`src/rtl/slow_pulse_scheduler.sv`:
```
// -----------------------------------------------------------------------------
// slow_pulse_scheduler
//
// Slow-domain front end of the slow-to-fast pulse synchronizer. Bursty
// single-cycle event requests are accumulated in a pending counter. They are
// re-issued as clean one-cycle pulses, each followed by at least GAP_CYCLES
// low cycles, so the fast-domain edge detector sees every event exactly once.
//
// State table:
//   state | meaning
//   IDLE  | no pulse in flight; issue allowed
//   PULSE | o_pulse high for exactly one cycle
//   GAP   | enforced low time after a pulse; issue allowed on its last cycle
//
// Parameters:
//   CNT_W       width of the pending-event counter (saturates at 2**CNT_W-1)
//   GAP_CYCLES  minimum low cycles after each pulse, must be >= 1
//
// Ports:
//   i_slow_clk  slow-domain clock
//   i_rst_n     asynchronous active-low reset
//   i_clr       synchronous clear of pending events, overflow and FSM
//   i_event     event request, one event per high cycle
//   o_pulse     registered issued pulse, one i_slow_clk cycle wide
//   o_pending   accepted events not yet issued
//   o_overflow  sticky flag: an event was dropped because the counter was full
//   o_busy      FSM not idle or events still pending
// -----------------------------------------------------------------------------
module slow_pulse_scheduler #(
  parameter int CNT_W      = 4,
  parameter int GAP_CYCLES = 1
) (
  input  logic             i_slow_clk,
  input  logic             i_rst_n,
  input  logic             i_clr,
  input  logic             i_event,
  output logic             o_pulse,
  output logic [CNT_W-1:0] o_pending,
  output logic             o_overflow,
  output logic             o_busy
);

  generate
    if (GAP_CYCLES < 1) begin : g_bad_gap
      $error("slow_pulse_scheduler: GAP_CYCLES must be >= 1");
    end
    if (CNT_W < 1) begin : g_bad_cnt
      $error("slow_pulse_scheduler: CNT_W must be >= 1");
    end
  endgenerate

  // The gap counter only ever holds GAP_CYCLES-1 down to 0.
  localparam int              GW        = (GAP_CYCLES > 1) ? $clog2(GAP_CYCLES) : 1;
  localparam logic [GW-1:0]   GAP_LOAD  = GW'(GAP_CYCLES - 1);
  localparam logic [CNT_W-1:0] PEND_MAX = '1;

  typedef enum logic [1:0] {
    ST_IDLE  = 2'd0,
    ST_PULSE = 2'd1,
    ST_GAP   = 2'd2
  } state_t;

  state_t           state;
  state_t           state_nxt;
  logic [GW-1:0]    gap_cnt;
  logic [GW-1:0]    gap_cnt_nxt;
  logic             pulse_nxt;
  logic             last_gap;
  logic             issue;
  logic             accept;
  logic             inc;
  logic             drop;
  logic [CNT_W-1:0] pend_nxt;

  assign last_gap = (state == ST_GAP) && (gap_cnt == '0);

  // A new pulse may start from IDLE or on the final GAP cycle; an event
  // arriving this very cycle counts as work even with nothing pending.
  assign issue = ((state == ST_IDLE) || last_gap) &&
                 ((o_pending != '0) || i_event) && !i_clr;

  // A full counter still accepts an event when one is issued in the same
  // cycle, because the count stays at its maximum.
  assign accept = (o_pending != PEND_MAX) || issue;
  assign inc    = i_event && accept && !i_clr;
  assign drop   = i_event && !accept && !i_clr;

  // State register
  always_ff @(posedge i_slow_clk or negedge i_rst_n) begin
    if (!i_rst_n) begin
      state   <= ST_IDLE;
      gap_cnt <= '0;
      o_pulse <= 1'b0;
    end else begin
      state   <= state_nxt;
      gap_cnt <= gap_cnt_nxt;
      o_pulse <= pulse_nxt;
    end
  end

  // Next-state logic
  always_comb begin
    state_nxt = state;
    if (i_clr) begin
      state_nxt = ST_IDLE;
    end else begin
      case (state)
        ST_IDLE:  if (issue) state_nxt = ST_PULSE;
        ST_PULSE: state_nxt = ST_GAP;
        ST_GAP: begin
          if (last_gap) state_nxt = issue ? ST_PULSE : ST_IDLE;
        end
        default:  state_nxt = ST_IDLE;
      endcase
    end
  end

  // Outputs and gap timer: the pulse flop follows entry into PULSE, and the
  // gap down-counter is loaded on the PULSE->GAP transition.
  always_comb begin
    pulse_nxt   = (state_nxt == ST_PULSE);
    gap_cnt_nxt = gap_cnt;
    if (i_clr) begin
      gap_cnt_nxt = '0;
    end else if ((state == ST_PULSE) && (state_nxt == ST_GAP)) begin
      gap_cnt_nxt = GAP_LOAD;
    end else if ((state == ST_GAP) && (gap_cnt != '0)) begin
      gap_cnt_nxt = gap_cnt - GW'(1);
    end
  end

  // Pending counter: simultaneous accept and issue leave it unchanged.
  always_comb begin
    pend_nxt = o_pending;
    if (inc && !issue) begin
      pend_nxt = o_pending + CNT_W'(1);
    end else if (issue && !inc) begin
      pend_nxt = o_pending - CNT_W'(1);
    end
  end

  always_ff @(posedge i_slow_clk or negedge i_rst_n) begin
    if (!i_rst_n) begin
      o_pending  <= '0;
      o_overflow <= 1'b0;
    end else if (i_clr) begin
      o_pending  <= '0;
      o_overflow <= 1'b0;
    end else begin
      o_pending <= pend_nxt;
      if (drop) o_overflow <= 1'b1;
    end
  end

  assign o_busy = (state != ST_IDLE) || (o_pending != '0);

endmodule

```
`config.mk`:
```
export PLATFORM = sky130hd
export DESIGN_NAME = slow_pulse_scheduler
export DESIGN_NICKNAME = d
export VERILOG_FILES = /design/src/rtl/slow_pulse_scheduler.sv
export SDC_FILE = /design/constraint.sdc
export NUM_CORES = 1
export LEC_CHECK = 0
export CAP_MARGIN = 20
export CORE_AREA = 2 2 39 41
export CTS_BUF_LIST = sky130_fd_sc_hd__clkbuf_4 sky130_fd_sc_hd__clkbuf_8 sky130_fd_sc_hd__clkbuf_16
export DETAILED_ROUTE_END_ITERATION = 7
export DIE_AREA = 0 0 41 43
export PLACE_DENSITY_LB_ADDON = 0.05
export SLEW_MARGIN = 25
export SYNTH_ARGS = -nofsm -noshare
export SYNTH_HDL_FRONTEND = slang
export SYNTH_SLANG_ARGS = --single-unit
export TNS_END_PERCENT = 1
```
`constraint.sdc`:
```
create_clock -name i_slow_clk -period 1.8 [get_ports i_slow_clk]
set_input_delay 0.27 -clock i_slow_clk [delete_from_list [all_inputs] [get_ports i_slow_clk]]
set_output_delay 0.27 -clock i_slow_clk [all_outputs]
set_load 0.01 [all_outputs]
```
==> impl_results.md <==
* Number of flops mapped to enable cells by yosys at 0
* Final setup TNS at -145 ps
* Router iterations before antenna repair at 4
* Htree depth at 1
* RSZ-0062 raised after global routing: true
* Slew at the pin closest to its max-slew limit at 434 ps
* Initial antenna violation count at 0
* Setup crit end kind: register
* Die ar. at 0.00176 mm²
* Clk sinks at 9
* Clock skew at 2.24 ps
* Worst-path fanout max at 3
* Initial Util at 0.367
* Fill count at 137
* CTS tree: done
* CP max stage delay at 410 ps
* Leakage at 0.395 nW
* Final min period at 1910 ps
* Cell row count at 14
* Routed len/inst at 12.0 µm
* Failing checks: negative setup slack
* Worst Reg-to-Reg Cells at 8
* Number of I/O pins at 11
* Final worst path period share at 1.06
* Post-Route WL at 1.22 mm
* CP Class: register to register
* Largest net degree at the start of global routing at 11
* Sequential fraction of the synthesis area at 0.443
* DP Area at 753 µm²
* Slew HR at 0.710
* Ratio of cells with drive above 1 in the final layout at 0.407
* Arrival @ worst endpoint at 2090 ps
* Core area at 0.00138 mm²
* Startpoint type of the worst setup path: register
* Share of the synthesized area in the top cell type at 0.443
* Largest area contributor in the netlist: dfrtp_1
* Clk buf depth at 2
* Vias per cell at 4.91
* Yosys warns at 0
* Area Growth Syn to Fin at 63.3%
* Cell Area, Synth at 508 µm²
* #FFs+latches synth at 9
* PwrDens at 1390 mW/mm²
* Outcome: finished, violations left
* Gr usage total at 0.182
* Clock transition at the registers of the reported paths at 70 ps
* Via Count at 501
* Post-Syn Nets at 60
* First-pass GRT wire length at 2.03 mm
* DRT antenna net count at 0
* # setup viols final at 3
* Clk Latency, worst-skew pair at 270 ps
* WP buf/inv at 0
* Nets at 94
* Synth area leaders: dfrtp_1, inv_1, ha_1
* DR iter-0 viols at 6
* Post-route setup slack at -115 ps
* Slew Viols, Final at 0
* Die height at 43 µm
* Worst path slowest cell: dfrtp_2
* Root buf cell: clkbuf_4
* # port buffers at 10
* Mean Syn Cell Area at 9.58 µm²
* Asr flop ratio synth at 1.00
* Die extent in x at 41 µm
* Final GP Congestion at 0.771
* Max IR drop VDD at 0.598 mV
* Gr ovfl total at 0
* # DRC at 0
* Yosys cell types at 25
* Dpl hpwl at 903 µm
* Pre-CTS setup slack at -362 ps
* # diodes at 0
* Hold Violations, Final at 0
* Worst path top cell family by delay: compound AO/OA/AOI/OAI gates
* Crit path required time at 1970 ps
* Max-cap viol count at 0
* Prevailing post-synth register cell: dfrtp_1
* Number of cells on the critical path at 8
* Vias in the first global route at 469
* Num CTS Buffers at 3
* Fmax at 522 MHz
* Synth Instances at 53
* CP cell instances: nand4_1 > nand4b_1 > ha_1 > a21o_2 > a21oi_2 > nor2_1 > o21a_1 > o32ai_2
* Hold Path Class: input pin to asynchronous set/reset pin
* Final instance area at 830 µm²
==> cells in the mapped netlist, types with 2 or more instances <==
| cell type | instances |
|---|---|
| ha_1 | 2 |
| a21oi_1 | 3 |
| dfrtp_1 | 9 |
| a211oi_1 | 3 |
| nor2_1 | 5 |
| o21ai_0 | 3 |
| o21a_1 | 2 |
| nand2_1 | 3 |
| inv_1 | 7 |
==> worst reg2reg max path, delay by kind of cell (launching register included) <==
family | cells | cell delay [ps]
flip-flops | 1 | 410
adder cells (fa/ha/maj) | 1 | 340
AND/OR/NAND/NOR | 3 | 370
AO/OA/AOI/OAI | 4 | 710
==> final timing paths <==
path | start | endpoint | slack (ps)
max in group asynchronous | i_rst_n | o_pending[3] | 1170
min | i_rst_n | state[0] | 310
max | o_pending[3] | o_pending[3] | -110
min reg2reg | o_overflow | o_overflow | 510
min in group i_slow_clk | o_overflow | o_overflow | 510
max reg2reg | o_pending[3] | o_pending[3] | -110
==> report_power, final <==
part / internal, mW / switching [mW] / total, mW
registers: 0.261 / 0.0275 / 0.289
clock network: 0.0823 / 0.0802 / 0.162
logic: 0.395 / 0.305 / 0.700
total: 0.739 / 0.413 / 1.15
==> routing by layer <==
metal | GRT usage | vias up | share of wire
met1 | 0.216 | 235 | 0.41
li1 | - | 253 | -
met4 | 0.140 | 0 | 0.036
met5 | 0 | - | 0
met2 | 0.272 | 9 | 0.52
met3 | 0.0314 | 4 | 0.036
==> per-stage QoR <==
step | utilization | hold WS (ps) | cells | total power [mW]
after floorplan | - | -25.6 | 53 | 0.614
after global placement | 0.544 | 485 | 94 | 0.932
after detailed placement | 0.544 | 493 | 94 | 0.941
after CTS | 0.589 | 316 | 101 | 1.15
after global routing | 0.599 | 332 | 102 | 1.25
final | 0.599 | 306 | 102 | 1.15
==> kinds of logic (layout without fill, tap and decap cells) <==
family,after synthesis,in the layout,synth area share
fa+ha+maj,3,3,0.0887
flops,9,9,0.443
simple gates,16,16,0.175
xor+xnor,1,1,0.0172
compound gates,16,16,0.217
buf+inv,8,41,0.0591
==> flip-flops by register name, summed over array words and instances (netlist names) <==
name,count
state,2
o_pending,4
o_overflow,1
gap_cnt,1
o_pulse,1
==> timing repair <==
item                                    CTS  global route
hold buffers                              0             0
buffers inserted                          3             1
resized for setup                         5             1
endpoints found under the setup margin    3             5
endpoints found under the hold margin     0             0
pin swaps                                 5             4
==> area by class of cell <==
cell class / instances / area, µm² / area share
sequential: 9 / 230 / 0.278
clock buffer: 3 / 22.5 / 0.0271
multi-input combinational: 36 / 275 / 0.332
clock inverter: 1 / 5.00 / 0.00603
tap: 16 / 20.0 / 0.0241
inverter: 7 / 26.3 / 0.0317
timing repair buffer: 30 / 250 / 0.302
==> placed cells by master (no fill, tap or decap), drive strengths merged, types with 2 or more instances in the layout <==
master,Yosys,final
buf,0,20
clkdlybuf4s50,0,9
dfrtp,9,9
inv,7,7
nor2,5,5
a211oi,3,3
nand2,3,3
clkbuf,1,3
a21oi,3,3
o21ai,3,3
o21a,2,2
ha,2,2
a21o,2,2
Note: power is estimated with default switching activity, not from simulation.
